## src/rtl/ps2kbd_pkg.sv

```systemverilog
// Shared types and constants for the PS/2 keyboard receiver: frame FSM states,
// register offsets and STATUS/CTRL/DATA bit positions.
package ps2kbd_pkg;

    typedef enum logic [1:0] {
        IDLE,
        DATA,
        PARITY,
        STOP
    } rx_state_t;

    localparam logic [1:0] REG_DATA   = 2'd0;
    localparam logic [1:0] REG_STATUS = 2'd1;
    localparam logic [1:0] REG_CTRL   = 2'd2;

    localparam int DATA_VALID = 8;
    localparam int ST_EMPTY   = 8;
    localparam int ST_FULL    = 9;
    localparam int ST_OVR     = 10;
    localparam int ST_PERR    = 11;
    localparam int ST_FERR    = 12;
    localparam int CTRL_IE    = 0;
    localparam int CTRL_EN    = 1;

    localparam int FILT_LEN = 4;

    // Odd parity holds when the data bits plus the parity bit contain an odd number of ones
    function automatic logic odd_parity_ok(input logic [8:0] bits);
        return ^bits;
    endfunction

endpackage

```

## src/rtl/if_wb.sv

```systemverilog
// Minimal 32-bit Wishbone classic bundle used on the IO bus.
interface if_wb;
    logic        cyc;
    logic        stb;
    logic        we;
    logic [3:0]  sel;
    logic [31:0] adr;
    logic [31:0] dat_i;
    logic [31:0] dat_o;
    logic        ack;

    modport slave  (input cyc, stb, we, sel, adr, dat_i, output dat_o, ack);
    modport master (output cyc, stb, we, sel, adr, dat_i, input dat_o, ack);
endinterface

```

## src/rtl/ps2_frame_rx.sv

```systemverilog
// PS/2 frame receiver: pin synchronisers, clock glitch filter, frame FSM and
// inter-bit timeout. Emits one-cycle byte and error pulses to the host side.
module ps2_frame_rx
    import ps2kbd_pkg::*;
#(
    parameter int CLKFREQ = 10000000
) (
    input  logic       clk,
    input  logic       rst_n,
    input  logic       en,
    input  logic       ps2_clk,
    input  logic       ps2_data,
    output logic       byte_valid,
    output logic [7:0] byte_data,
    output logic       perr_p,
    output logic       ferr_p
);
    localparam int TMO_CYC = CLKFREQ / 10000;
    localparam int TMO_W   = $clog2(TMO_CYC + 1);

    logic                clk_p0, clk_p1;
    logic                dat_p0, dat_p1;
    logic [FILT_LEN-1:0] hist_p2;
    logic                clk_filt;
    logic                strobe;
    logic                timeout;

    rx_state_t        state_q, state_d;
    logic [2:0]       bit_cnt_q, bit_cnt_d;
    logic [7:0]       shift_q, shift_d;
    logic             par_ok_q, par_ok_d;
    logic [TMO_W-1:0] tmo_q;
    logic             vld_d, perr_d, ferr_d;

    // Synchroniser and filter stages; the idle line level is high
    always_ff @(posedge clk or negedge rst_n) begin
        if (!rst_n) begin
            clk_p0   <= 1'b1;
            clk_p1   <= 1'b1;
            dat_p0   <= 1'b1;
            dat_p1   <= 1'b1;
            hist_p2  <= '1;
            clk_filt <= 1'b1;
        end else begin
            clk_p0  <= ps2_clk;
            clk_p1  <= clk_p0;
            dat_p0  <= ps2_data;
            dat_p1  <= dat_p0;
            hist_p2 <= {hist_p2[FILT_LEN-2:0], clk_p1};
            if (hist_p2 == '0)
                clk_filt <= 1'b0;
            else if (hist_p2 == '1)
                clk_filt <= 1'b1;
        end
    end

    assign strobe  = clk_filt && (hist_p2 == '0);
    assign timeout = (state_q != IDLE) && !strobe && (tmo_q == TMO_W'(TMO_CYC - 1));

    always_comb begin
        state_d   = state_q;
        bit_cnt_d = bit_cnt_q;
        shift_d   = shift_q;
        par_ok_d  = par_ok_q;
        vld_d     = 1'b0;
        perr_d    = 1'b0;
        ferr_d    = 1'b0;
        if (!en) begin
            state_d = IDLE;
        end else if (timeout) begin
            state_d = IDLE;
            ferr_d  = 1'b1;
        end else if (strobe) begin
            unique case (state_q)
                IDLE: begin
                    if (!dat_p1) begin
                        state_d   = DATA;
                        bit_cnt_d = 3'd0;
                    end
                end
                DATA: begin
                    shift_d   = {dat_p1, shift_q[7:1]};
                    bit_cnt_d = bit_cnt_q + 3'd1;
                    if (bit_cnt_q == 3'd7)
                        state_d = PARITY;
                end
                PARITY: begin
                    par_ok_d = odd_parity_ok({dat_p1, shift_q});
                    state_d  = STOP;
                end
                STOP: begin
                    state_d = IDLE;
                    perr_d  = !par_ok_q;
                    ferr_d  = !dat_p1;
                    vld_d   = par_ok_q && dat_p1;
                end
                default: state_d = IDLE;
            endcase
        end
    end

    // Frame state, timeout counter and registered event pulses
    always_ff @(posedge clk or negedge rst_n) begin
        if (!rst_n) begin
            state_q    <= IDLE;
            bit_cnt_q  <= 3'd0;
            shift_q    <= 8'd0;
            par_ok_q   <= 1'b0;
            tmo_q      <= '0;
            byte_valid <= 1'b0;
            perr_p     <= 1'b0;
            ferr_p     <= 1'b0;
        end else begin
            state_q    <= state_d;
            bit_cnt_q  <= bit_cnt_d;
            shift_q    <= shift_d;
            par_ok_q   <= par_ok_d;
            tmo_q      <= (state_q == IDLE || strobe) ? '0 : tmo_q + 1'b1;
            byte_valid <= vld_d;
            perr_p     <= perr_d;
            ferr_p     <= ferr_d;
        end
    end

    assign byte_data = shift_q;

endmodule

```

## src/rtl/ps2kbd_rx.sv

```systemverilog
// Wishbone-slave PS/2 keyboard receiver: frame receiver, byte FIFO,
// DATA/STATUS/CTRL register window and level interrupt.
module ps2kbd_rx
    import ps2kbd_pkg::*;
#(
    parameter int CLKFREQ    = 10000000,
    parameter int FIFO_DEPTH = 16
) (
    input  logic clk_i,
    input  logic rst_i,
    if_wb.slave  bus,
    input  logic ps2_clk,
    input  logic ps2_data,
    output logic interrupt
);
    localparam int AW = $clog2(FIFO_DEPTH);

    logic          byte_valid, perr_p, ferr_p;
    logic [7:0]    byte_data;
    logic [7:0]    mem [FIFO_DEPTH];
    logic [AW-1:0] wr_ptr, rd_ptr;
    logic [8:0]    count;
    logic          empty, full;
    logic          ovr, perr, ferr, ie, en;
    logic          ack_q, irq_q;
    logic [31:0]   dat_q, rd_data;
    logic [1:0]    reg_sel;
    logic          access, pop, push_ok, ovr_set, st_wr, ctrl_wr;
    logic          unused_bus;

    ps2_frame_rx #(.CLKFREQ(CLKFREQ)) u_frame (
        .clk       (clk_i),
        .rst_n     (rst_i),
        .en        (en),
        .ps2_clk   (ps2_clk),
        .ps2_data  (ps2_data),
        .byte_valid(byte_valid),
        .byte_data (byte_data),
        .perr_p    (perr_p),
        .ferr_p    (ferr_p)
    );

    assign reg_sel = bus.adr[3:2];
    assign access  = bus.cyc && bus.stb && !ack_q;
    assign empty   = (count == 9'd0);
    assign full    = (count == 9'(FIFO_DEPTH));
    assign pop     = access && !bus.we && (reg_sel == REG_DATA) && !empty;
    assign push_ok = byte_valid && (!full || pop);
    assign ovr_set = byte_valid && full && !pop;
    assign st_wr   = access && bus.we && (reg_sel == REG_STATUS);
    assign ctrl_wr = access && bus.we && (reg_sel == REG_CTRL);

    // Byte lanes, upper address bits and write data outside the flag fields carry no meaning here
    assign unused_bus = ^{bus.sel, bus.adr[31:4], bus.adr[1:0], bus.dat_i[31:13], bus.dat_i[9:2]};

    always_ff @(posedge clk_i) begin
        if (push_ok)
            mem[wr_ptr] <= byte_data;
    end

    always_comb begin
        rd_data = '0;
        unique case (reg_sel)
            REG_DATA: begin
                if (!empty) begin
                    rd_data[7:0]       = mem[rd_ptr];
                    rd_data[DATA_VALID] = 1'b1;
                end
            end
            REG_STATUS: begin
                rd_data[7:0]     = count[7:0];
                rd_data[ST_EMPTY] = empty;
                rd_data[ST_FULL]  = full;
                rd_data[ST_OVR]   = ovr;
                rd_data[ST_PERR]  = perr;
                rd_data[ST_FERR]  = ferr;
            end
            REG_CTRL: begin
                rd_data[CTRL_IE] = ie;
                rd_data[CTRL_EN] = en;
            end
            default: rd_data = '0;
        endcase
    end

    // FIFO pointers, sticky flags (a set beats a same-cycle clear), control and bus response
    always_ff @(posedge clk_i or negedge rst_i) begin
        if (!rst_i) begin
            wr_ptr <= '0;
            rd_ptr <= '0;
            count  <= 9'd0;
            ovr    <= 1'b0;
            perr   <= 1'b0;
            ferr   <= 1'b0;
            ie     <= 1'b0;
            en     <= 1'b1;
            ack_q  <= 1'b0;
            dat_q  <= '0;
            irq_q  <= 1'b0;
        end else begin
            if (push_ok)
                wr_ptr <= wr_ptr + 1'b1;
            if (pop)
                rd_ptr <= rd_ptr + 1'b1;
            unique case ({push_ok, pop})
                2'b10:   count <= count + 9'd1;
                2'b01:   count <= count - 9'd1;
                default: count <= count;
            endcase
            ovr  <= ovr_set || (ovr  && !(st_wr && bus.dat_i[ST_OVR]));
            perr <= perr_p  || (perr && !(st_wr && bus.dat_i[ST_PERR]));
            ferr <= ferr_p  || (ferr && !(st_wr && bus.dat_i[ST_FERR]));
            if (ctrl_wr) begin
                ie <= bus.dat_i[CTRL_IE];
                en <= bus.dat_i[CTRL_EN];
            end
            ack_q <= access;
            dat_q <= access ? rd_data : '0;
            irq_q <= ie && !empty;
        end
    end

    assign bus.ack   = ack_q;
    assign bus.dat_o = dat_q;
    assign interrupt = irq_q;

endmodule

```

## src/flat_wrapper.sv

```systemverilog
// flat-port wrapper written by rule: the top's interface ports become plain ports
module ps2kbd_rx_flat import ps2kbd_pkg::*;
#(
    parameter int CLKFREQ    = 10000000,
    parameter int FIFO_DEPTH = 16
)
  (clk_i, rst_i, ps2_clk, ps2_data, interrupt, bus_cyc, bus_stb, bus_we, bus_sel, bus_adr, bus_dat_i, bus_dat_o, bus_ack);
  if_wb bus_i ();
  input  logic clk_i;
  input  logic rst_i;
  input  logic ps2_clk;
  input  logic ps2_data;
  output logic interrupt;
  input wire logic [$bits(bus_i.cyc)-1:0] bus_cyc;
  input wire logic [$bits(bus_i.stb)-1:0] bus_stb;
  input wire logic [$bits(bus_i.we)-1:0] bus_we;
  input wire logic [$bits(bus_i.sel)-1:0] bus_sel;
  input wire logic [$bits(bus_i.adr)-1:0] bus_adr;
  input wire logic [$bits(bus_i.dat_i)-1:0] bus_dat_i;
  output wire logic [$bits(bus_i.dat_o)-1:0] bus_dat_o;
  output wire logic [$bits(bus_i.ack)-1:0] bus_ack;
  assign bus_i.cyc = bus_cyc;
  assign bus_i.stb = bus_stb;
  assign bus_i.we = bus_we;
  assign bus_i.sel = bus_sel;
  assign bus_i.adr = bus_adr;
  assign bus_i.dat_i = bus_dat_i;
  assign bus_dat_o = bus_i.dat_o;
  assign bus_ack = bus_i.ack;
  ps2kbd_rx #(.CLKFREQ(CLKFREQ), .FIFO_DEPTH(FIFO_DEPTH)) u_core (.clk_i(clk_i), .rst_i(rst_i), .bus(bus_i), .ps2_clk(ps2_clk), .ps2_data(ps2_data), .interrupt(interrupt));
endmodule
```

## config.mk

```make
export PLATFORM = sky130hd
export DESIGN_NAME = ps2kbd_rx_flat
export DESIGN_NICKNAME = d
export VERILOG_FILES = /design/src/rtl/ps2kbd_pkg.sv /design/src/rtl/if_wb.sv /design/src/rtl/ps2_frame_rx.sv /design/src/rtl/ps2kbd_rx.sv /design/src/flat_wrapper.sv
export SDC_FILE = /design/constraint.sdc
export NUM_CORES = 1
export LEC_CHECK = 0
export BUFFER_PORTS_ARGS = -buffer_cell sky130_fd_sc_hd__buf_2
export CAP_MARGIN = 15
export CORE_MARGIN = 1.5
export CORE_UTILIZATION = 30
export CTS_CLUSTER_DIAMETER = 100
export DETAILED_ROUTE_END_ITERATION = 8
export PLACE_DENSITY = 0.57
export SETUP_SLACK_MARGIN = 0.3
export SLEW_MARGIN = 30
export SYNTH_ARGS = -nofsm -noshare
export SYNTH_HDL_FRONTEND = slang
export SYNTH_SLANG_ARGS = --single-unit
export TNS_END_PERCENT = 100
```

## constraint.sdc

```tcl
create_clock -name clk_i -period 9.8 [get_ports clk_i]
set_clock_uncertainty 0.1 [all_clocks]
set_input_delay 0.49 -clock clk_i [delete_from_list [all_inputs] [get_ports clk_i]]
set_output_delay 0.49 -clock clk_i [all_outputs]
set_load 0.005 [all_outputs]
```

### Word-level counts from Yosys, hierarchy flattened

Memory sizes are Yosys's and may differ from the RTL's.
Cells that the tools add are included.

| cells by class | value |
|---|---|
| equal/unequal tests | 15 |
| add/sub/neg operators | 6 |
| bitwise gates (word level) | 1 |
| reductions and logical operators | 51 |
| muxes and demuxes | 31 |

Operator list:

| kind | count |
|---|---|
| $logic_and A1 B1 Y1 | 22 |
| $pmux W9 S2 | 1 |
| $mux W1 | 16 |
| $pmux W7 S2 | 1 |
| $mux W13 | 1 |
| $logic_not A1 Y1 | 11 |
| $add A10 B1 Y10 const B | 1 |
| $eq A10 B10 Y1 const B | 1 |
| $mux W10 | 1 |
| $mux W2 | 5 |
| $add A9 B1 Y9 const B | 1 |
| $eq A9 B5 Y1 const B | 1 |
| $logic_not A9 Y1 | 1 |
| $mux W9 | 1 |
| $reduce_xor A9 Y1 | 1 |
| $sub A9 B1 Y9 const B | 1 |
| $add A4 B1 Y4 const B | 2 |
| $eq A2 B2 Y1 const B | 4 |
| $ne A4 B4 Y1 const B | 2 |
| $pmux W2 S4 | 1 |
| $reduce_and A4 Y1 | 2 |
| $reduce_bool A2 Y1 | 4 |
| $eq A2 B1 Y1 const B | 3 |
| $pmux W2 S3 | 1 |
| other kinds (14) | 19 |

| storage, ports and cells | value |
|---|---|
| output and inout port bits | 34 |
| register bits | 92 |
| memory bits (writable) | 128 |
| memories | 1 |
| bits of input ports | 75 |

Memory list:

| name | words | bits a word | rd ports | clocked after memory_dff | write ports | RTL line | RTL |
|---|---|---|---|---|---|---|---|
| u_core.mem | 16 | 8 | 1 | 0 | 1 | ps2kbd_rx.sv:20 | `logic [7:0] mem [FIFO_DEPTH];` |

### Logic depth before layout (Yosys ltp)

Gate-level depths: netlist (run 1).

| depth | value |
|---|---|
| depth after elaboration | 9 |
| depth in mapped cells | 12 |

### Hierarchy

Synthesis (run 1) repeated with hierarchy kept, for this count alone.

| second synthesis, totals | value |
|---|---|
| cell total of the unflattened synthesis | 542 |
| area, all modules | 8,634.5 um^2 |

By module, submodules not included:

| module | cells each | times used | area each (um^2) | seq. area each (um^2) |
|---|---|---|---|---|
| ps2kbd_rx | 395 | 1 | 6,876.6 | 4,770.8 |
| ps2_frame_rx | 147 | 1 | 1,757.9 | 912.1 |

### Worst setup path after synthesis (run 1)

Ideal clock, no wire load.

| timing path | value |
|---|---|
| kind | reg-to-reg |
| start | register u_core.count[0] |
| end | register u_core.count[8] |
| data arrival time | 3.234 ns |
| cell stages (with the launch flop) | 12 |
| library setup time | 0.079 ns |
| slack | 6.387 ns |
| cells stage by stage | dfrtp_1 > or3_2 > nor4_4 > or2_2 > buf_6 > xnor2_1 > ha_1 > or4_4 > a211o_1 > a2111o_1 > a22oi_2 > xor2_1 |

| on the way | value |
|---|---|
| cells in the longest elaborated chain, start to end | 7 |
| elaborated cells between the ends (all ways) | 13 |
| those cells by class | add/sub (2); eq/ne (3); mux (1); reduce/logical (7) |

RTL lines:

| element | RTL line | RTL |
|---|---|---|
| start: declaration | ps2kbd_rx.sv:22 | `logic [8:0] count;` |
| start signal: assignment | ps2kbd_rx.sv:106 | `2'b10: count <= count + 9'd1;` |
| start signal: assignment | ps2kbd_rx.sv:107 | `2'b01: count <= count - 9'd1;` |
| start signal: assignment | ps2kbd_rx.sv:108 | `default: count <= count;` |
| branches (longest 7 deep; another with $sub A9 B1 Y9) | n/a |  |

Several ways; the timed one is not identified.
A chain may end at the register's enable or synchronous reset.

### Worst setup path in the final report (run 1)

| timing path | value |
|---|---|
| start | register u_core.count[1] |
| end | register u_core.count[8] |

The elaborated chain is that of the path after synthesis.

==> metrics.txt, run 1 <==
grt total ovfl=0; worst hold path class=in -> reg; # diodes=0; worst-path maximum fanout=14; Setup violations, final=0; critical path class=reg -> reg; final WL=16600 um; setup bufs post-CTS=0; H-tree Lvls=1; gpl congestion=0.833; nets@finish=669; hpwl dp=10800 um; Clock transition at path regs=0.06 ns; arrival time worst endpoint=4.40 ns; clk buf depth=3; num rows=61; CTS buffer count=22; Via-to-Cell Ratio=4.72; Yosys top cell by area=edfxtp_1; initial core utilization=30.6%; Die Area=29400 sq um; post-layout util=34.9%; Yosys reg bits=201; static leakage=3.68 nW; fmax=245 MHz; Worst Path Required=10.12 ns; Iter 0 DRT Violations=355; crit path max-delay cell type=nor4_4; largest cells by area after synthesis=edfxtp_1 (45%), dfrtp_1 (19%), mux4_2 (10%); RSZ-0062 raised after global routing=false; power density over the cells=198 nW/um^2; setup TNS=0 ns; Worst-Margin Slew=0.931 ns; Logic pwr share=9.6%; clock power share=40.6%; Distinct cells, synth=51; syn avg cell area=15.7 sq um; fraction of the yosys area taken by sequential cells=66.7%; clk_lat worst skew=0.50 ns; via count=4595; Final min period=4.08 ns; synth warn=0; EDFF count, synth=128; Final Max Slew Viols=0; share of layout cells above drive strength 1=23.3%; Area Overhead vs Synth=14.2%; # IOs=109; largest stage delay on the critical path=0.66 ns; Total GRT Usage=11.7%; Final ANT Viol Nets=0; CP Launch Type=flop; sw power=0.454 mW; die width=172 um; max cap viols=0; post-synthesis cell count=542; largest net degree at the start of global routing=74; initial antenna violation count=0; FFs w/ async S/R, synth=36.3%; Worst setup EP type=flop; drc violations=0; slew margin rel.=37.7%; Routed WL per cell=17.1 um; CTS root buf=clkbuf_16; Max IR drop VDD=0.106 mV; Synth Flop Type=edfxtp_1; Tcrit/Tclk final=41.6%; synthesized cell area=8520 sq um; switch share=23.6%; drt pass-1 iters=4; crit path cell chain=or3_2, nor4_4, or2_2, xnor2_1, ha_1, or4_4, a211o_1, a2111o_1, a22oi_2, xor2_1; number of I/O port buffers=28; outcome=finished clean; global-route wire length before repair=26300 um; CTS tree=yes; core area=27900 sq um; vias in the first global route=4680; sequential share of power=49.8%; share of the synthesized area in the top cell type=45.1%; Pint=1.47 mW; Die Ht=172 um; clock sink count=201; endpoints failing hold=0
-- per-layer routing --
| metal | vias up | share of wire, % | global-route usage, % | routed length, um |
|---|---|---|---|---|
| met3 | 26 | 3.1 | 1.36 | 520 |
| met4 | 0 | 1.9 | 3.81 | 322 |
| met1 | 2407 | 43 | 14.9 | 7070 |
| li1 | 2075 | - | - | - |
| met2 | 87 | 52 | 20.6 | 8720 |
| met5 | - | 0 | 0 | 0 |
-- cell families after synthesis --
family                   Yosys count  share of synthesized area, %
AO/OA/AOI/OAI                     52                          4.05
XOR/XNOR                          30                          3.08
adder cells (fa/ha/maj)           14                          2.06
buffers and inverters             63                          3.95
flip-flops                       201                          66.7
multiplexers                      54                          12.1
other                              1                        0.0440
AND/OR/NAND/NOR                  127                          8.00
-- layout make-up --
class / count / area [sq um]
fill: 2619 / 18100
sequential: 201 / 5690
multi-input combinational: 296 / 2570
clock buffer: 33 / 663
tap: 378 / 473
timing repair buffer: 36 / 214
inverter: 23 / 86.3
clock inverter: 7 / 36.3
-- synth_stat cells, types with 12 or more instances --
library cell	number
dfrtp_1	63
and3_1	12
buf_4	19
nor2_1	28
mux2_2	13
edfxtp_1	128
inv_1	23
ha_1	14
xnor2_1	19
nand2_1	25
o21ai_0	19
mux4_2	38
-- power by group through the flow --
| stage | combinational [mW] | clock (mW) | sequential [mW] |
|---|---|---|---|
| after floorplan | 0.170 | 0 | 0.950 |
| after global placement | 0.184 | 0 | 0.977 |
| after detailed placement | 0.189 | 0 | 0.979 |
| after CTS | 0.190 | 0.802 | 0.962 |
| after global routing | 0.206 | 0.835 | 0.967 |
| final | 0.184 | 0.783 | 0.961 |
-- worst max-delay path, delay by kind of cell, from the launching register on --
family | cells | cell delay (ns)
fa+ha+maj | 1 | 0.29
compound gates | 3 | 0.86
xor+xnor | 2 | 0.25
flops | 1 | 0.50
simple gates | 4 | 2.02
-- through the flow --
| step | instances | worst slack, ns | total power, mW | instance area [sq um] | hold slack [ns] |
|---|---|---|---|---|---|
| after floorplan | 560 | 6.39 | 1.12 | 8590 | 0.0944 |
| after global placement | 931 | 5.82 | 1.16 | 8990 | 0.245 |
| after detailed placement | 931 | 5.71 | 1.17 | 8990 | 0.247 |
| after CTS | 973 | 5.71 | 1.95 | 9710 | 0.0602 |
| after global routing | 974 | 5.49 | 2.01 | 9730 | 0.126 |
| final | 974 | 5.72 | 1.93 | 9730 | 0.107 |
-- cells in the final DEF, fill, tap and decap left out, drive strengths merged, types with 7 or more instances in the layout --
| cell type | instances |
|---|---|
| xor2 | 11 |
| and2 | 7 |
| nand2 | 26 |
| buf | 33 |
| conb | 19 |
| or4 | 7 |
| xnor2 | 19 |
| nor3 | 11 |
| o21ai | 19 |
| dfrtp | 63 |
| nand3 | 10 |
| dfstp | 10 |
| mux2 | 13 |
| ha | 14 |
| a22oi | 7 |
| edfxtp | 128 |
| and3 | 12 |
| inv | 23 |
| mux4 | 38 |
| or3 | 7 |
| clkbuf | 33 |
| nor2 | 28 |
-- path summary, 6_finish.rpt --
path / slack, ns / endpoint / cells past startpoint / startpoint
min in group asynchronous: 0.47 / u_core.bus.dat_o[6]$_DFF_PN0_ / 2 / rst_i
min: 0.11 / u_core.en$_DFFE_PN1P_ / 3 / bus_dat_i[1]
max in group asynchronous: 8.65 / u_core.u_frame.byte_data[6]$_DFFE_PN0P_ / 2 / rst_i
max: 5.72 / u_core.count[8]$_DFFE_PN0P_ / 10 / u_core.count[1]$_DFFE_PN0P_
max reg2reg: 5.72 / u_core.count[8]$_DFFE_PN0P_ / 10 / u_core.count[1]$_DFFE_PN0P_
min reg2reg: 0.25 / u_core.u_frame.dat_p1$_DFF_PN1_ / 0 / u_core.u_frame.dat_p0$_DFF_PN1_
-- flip-flops by register name (all words and copies together), names as in the netlist, 2 cells and up --
name	cells
u_core.mem	128
u_core.u_frame.hist_p2	4
u_core.u_frame.bit_cnt_q	3
u_core.rd_ptr	4
u_core.wr_ptr	4
u_core.u_frame.byte_data	8
u_core.u_frame.state_q	2
u_core.count	9
u_core.bus.dat_o	13
u_core.u_frame.tmo_q	10
-- repair_timing --
item	4_1_cts	5_1_grt
hold buffers	2	1
resized for setup	0	0
endpoints found under the hold margin	2	63
endpoints found under the setup margin	0	0
Note: power is estimated with default switching activity, not from simulation.
==> run 2: changes to the inputs <==
--- a/config.mk
+++ b/config.mk
@@ -5,6 +5,7 @@
 export SDC_FILE = /design/constraint.sdc
 export NUM_CORES = 1
 export LEC_CHECK = 0
+export ABC_AREA = 1
 export BUFFER_PORTS_ARGS = -buffer_cell sky130_fd_sc_hd__buf_2
 export CAP_MARGIN = 15
 export CORE_MARGIN = 1.5
==> constraint.sdc (replaced) <==
create_clock -name clk_i -period 4 [get_ports clk_i]
set_clock_uncertainty 0.1 [all_clocks]
set_input_delay 0.2 -clock clk_i [delete_from_list [all_inputs] [get_ports clk_i]]
set_output_delay 0.2 -clock clk_i [all_outputs]
set_load 0.005 [all_outputs]
==> metrics.txt, run 2 <==
outcome=finished clean; Synth Flop Type=edfxtp_1; Top reg by flops=u_core.mem; core area=28600 sq um; syn avg cell area=11.2 sq um; R2R cell count=8; most common cell in the netlist=edfxtp_1; static leakage=3.86 nW; Via-to-Cell Ratio=4.56; final WL=18200 um; share of the synthesized area in the top cell type=44.2%; clock power share=35.5%; drc violations=0; EDFF count, synth=128; clk_lat worst skew=0.50 ns; max cap viols=0; arrival time worst endpoint=2.76 ns; clock sink count=201; Setup violations, final=0; Distinct cells, synth=45; # diodes=0; CTS root buf=clkbuf_16; Logic pwr share=21.0%; Pint=3.80 mW; CTS tree=yes; Hold Crit Start=bus_adr[3]; Iter 0 DRT Violations=565; worst-path maximum fanout=14; Clock transition at path regs=0.06 ns; nets@finish=909; # resized after CTS=0; clk buf depth=3; number of I/O port buffers=28; most common cell after layout, fill and taps aside=edfxtp_1; largest net degree at the start of global routing=74; CP Launch Type=flop; fraction of the yosys area taken by sequential cells=65.4%; r2r setup slk=1.26 ns; FFs w/ async S/R, synth=36.3%; Die Ht=173 um; Routed WL per cell=14.9 um; power density over the cells=546 nW/um^2; slew margin rel.=39.1%; setup TNS=0 ns; fmax=365 MHz; CTS buffer count=22; worst hold path class=in -> reg; hpwl dp=11600 um; synth warn=0; Hold Crit Depth=4; via count=5560; Yosys top cell by area=edfxtp_1; initial core utilization=30.4%; Final ANT Viol Nets=0; endpoints failing hold=0; reg2reg end=u_core.mem[15][7]$_DFFE_PP_; grt total ovfl=0; Max IR drop VDD=0.305 mV; gpl congestion=0.784; synthesized cell area=8690 sq um; die width=173 um; fillcell total=2791; # IOs=109; design area=10000 sq um; initial antenna violation count=0; switch share=30.5%; RSZ-0062 raised after global routing=false; sequential share of power=43.5%; Hold Buf Count CTS=14; largest cells by area after synthesis=edfxtp_1 (44%), dfrtp_1 (18%), nor2_1 (5.4%); Final min period=2.74 ns; DP Area=9170 sq um; global-route wire length before repair=29500 um; sw power=1.67 mW; share of layout cells above drive strength 1=12.0%; vias in the first global route=5417; Hold Path Sink=u_core.bus.dat_o[10]$_DFF_PN0_; Yosys reg bits=201; Worst Path Required=4.02 ns; Worst setup EP type=flop; Die Area=30000 sq um; worst r2r src=u_core.bus.ack$_DFF_PN0_; num rows=62; Worst-Margin Slew=0.911 ns; post-synthesis cell count=777; drt pass-1 iters=5; setup bufs post-CTS=0; Final Max Slew Viols=0; Largest register FFs=128; Tcrit/Tclk final=68.4%; H-tree Lvls=1; Area Overhead vs Synth=15.1%; Total GRT Usage=12.3%; most frequent cells in the layout=edfxtp_1 (128), nor2_1 (123), nand2_1 (91); critical path class=reg -> reg; Post-synth top cells=edfxtp_1 (128), nor2_1 (124), nand2_1 (91)
-- run 2: changes by cell type after synthesis, moves of 8 or more --
cell	change
nor2_1	+96
o21ai_0	+68
nand2_1	+66
mux4_2	-38
inv_1	+26
a21oi_1	+16
xnor2_1	-16
o22ai_1	+15
clkbuf_1	+14
o221ai_1	+14
and3_1	-12
mux2_2	-10
o211ai_1	+10
nand4_1	+8
-- run 2: final cells by class --
type                            count  area [sq um]  area share, %
Multi-Input combinational cell    493          2610           26.1
Tap cell                          384           480           4.80
Clock inverter                      6          52.6          0.525
Sequential cell                   201          5680           56.8
Clock buffer                       33           643           6.43
Timing Repair Buffer               49           339           3.39
Inverter                           53           199           1.99
-- run 2: critical path: stages, from the launching register on --
cell      delay (ns)
dfrtp_1         0.39
nand3b_4        0.28
nor2_4          0.26
nand2_2         0.14
nand2_1         0.13
nand2_2         0.07
inv_2           0.11
nand2_1         0.15
nor2_1          0.72
-- run 2: logic make-up after synthesis --
kind of cell	count (synthesis)	synth area share, %
AND/OR/NAND/NOR	269	13.3
flip-flops	201	65.4
AO/OA/AOI/OAI	168	11.3
buffers and inverters	101	5.40
XOR/XNOR	20	2.23
adder cells (fa/ha/maj)	14	2.02
multiplexers	3	0.389
other	1	0.0431
-- run 2: per-stage QoR --
stage / hold slack [ns] / instances / setup WS [ns] / utilization [%] / power (mW)
2_1_floorplan: -0.196 / 795 / 1.86 / - / 3.18
3_3_place_gp: 0.207 / 1166 / 1.22 / 32.0 / 3.56
3_5_place_dp: 0.209 / 1166 / 1.19 / 32.0 / 3.57
4_1_cts: 0.000840 / 1219 / 1.18 / 34.9 / 5.52
5_1_grt: 0.0267 / 1219 / 0.966 / 35.0 / 5.72
6_report: 0.00672 / 1219 / 1.26 / 35.0 / 5.47
-- run 2: how the worst max path moves through the flow --
stage	startpoint	to
6_report	u_core.bus.ack$_DFF_PN0_	u_core.mem[15][7]$_DFFE_PP_
5_1_grt	u_core.bus.ack$_DFF_PN0_	u_core.mem[15][1]$_DFFE_PP_
4_1_cts	u_core.bus.ack$_DFF_PN0_	u_core.mem[15][1]$_DFFE_PP_
3_5_place_dp	u_core.bus.ack$_DFF_PN0_	u_core.mem[15][2]$_DFFE_PP_
3_3_place_gp	u_core.bus.ack$_DFF_PN0_	u_core.mem[15][2]$_DFFE_PP_
2_1_floorplan	u_core.count[0]$_DFFE_PN0P_	u_core.count[8]$_DFFE_PN0P_
-- run 2: power by group through the flow --
stage | sequential [mW] | combinational [mW] | clock (mW)
finish | 2.38 | 1.15 | 1.94
detailed placement | 2.42 | 1.14 | 0
CTS | 2.38 | 1.16 | 1.98
global placement | 2.42 | 1.14 | 0
floorplan | 2.35 | 0.829 | 0
global route | 2.39 | 1.28 | 2.06
-- run 2: per-layer routing --
| layer | routed length (um) | GRT usage [%] | part of all wire [%] |
|---|---|---|---|
| met1 | 8420 | 17.0 | 46 |
| met5 | 0 | 0 | 0 |
| met3 | 725 | 1.36 | 4.0 |
| met2 | 8590 | 20.3 | 47 |
| met4 | 477 | 4.20 | 2.6 |
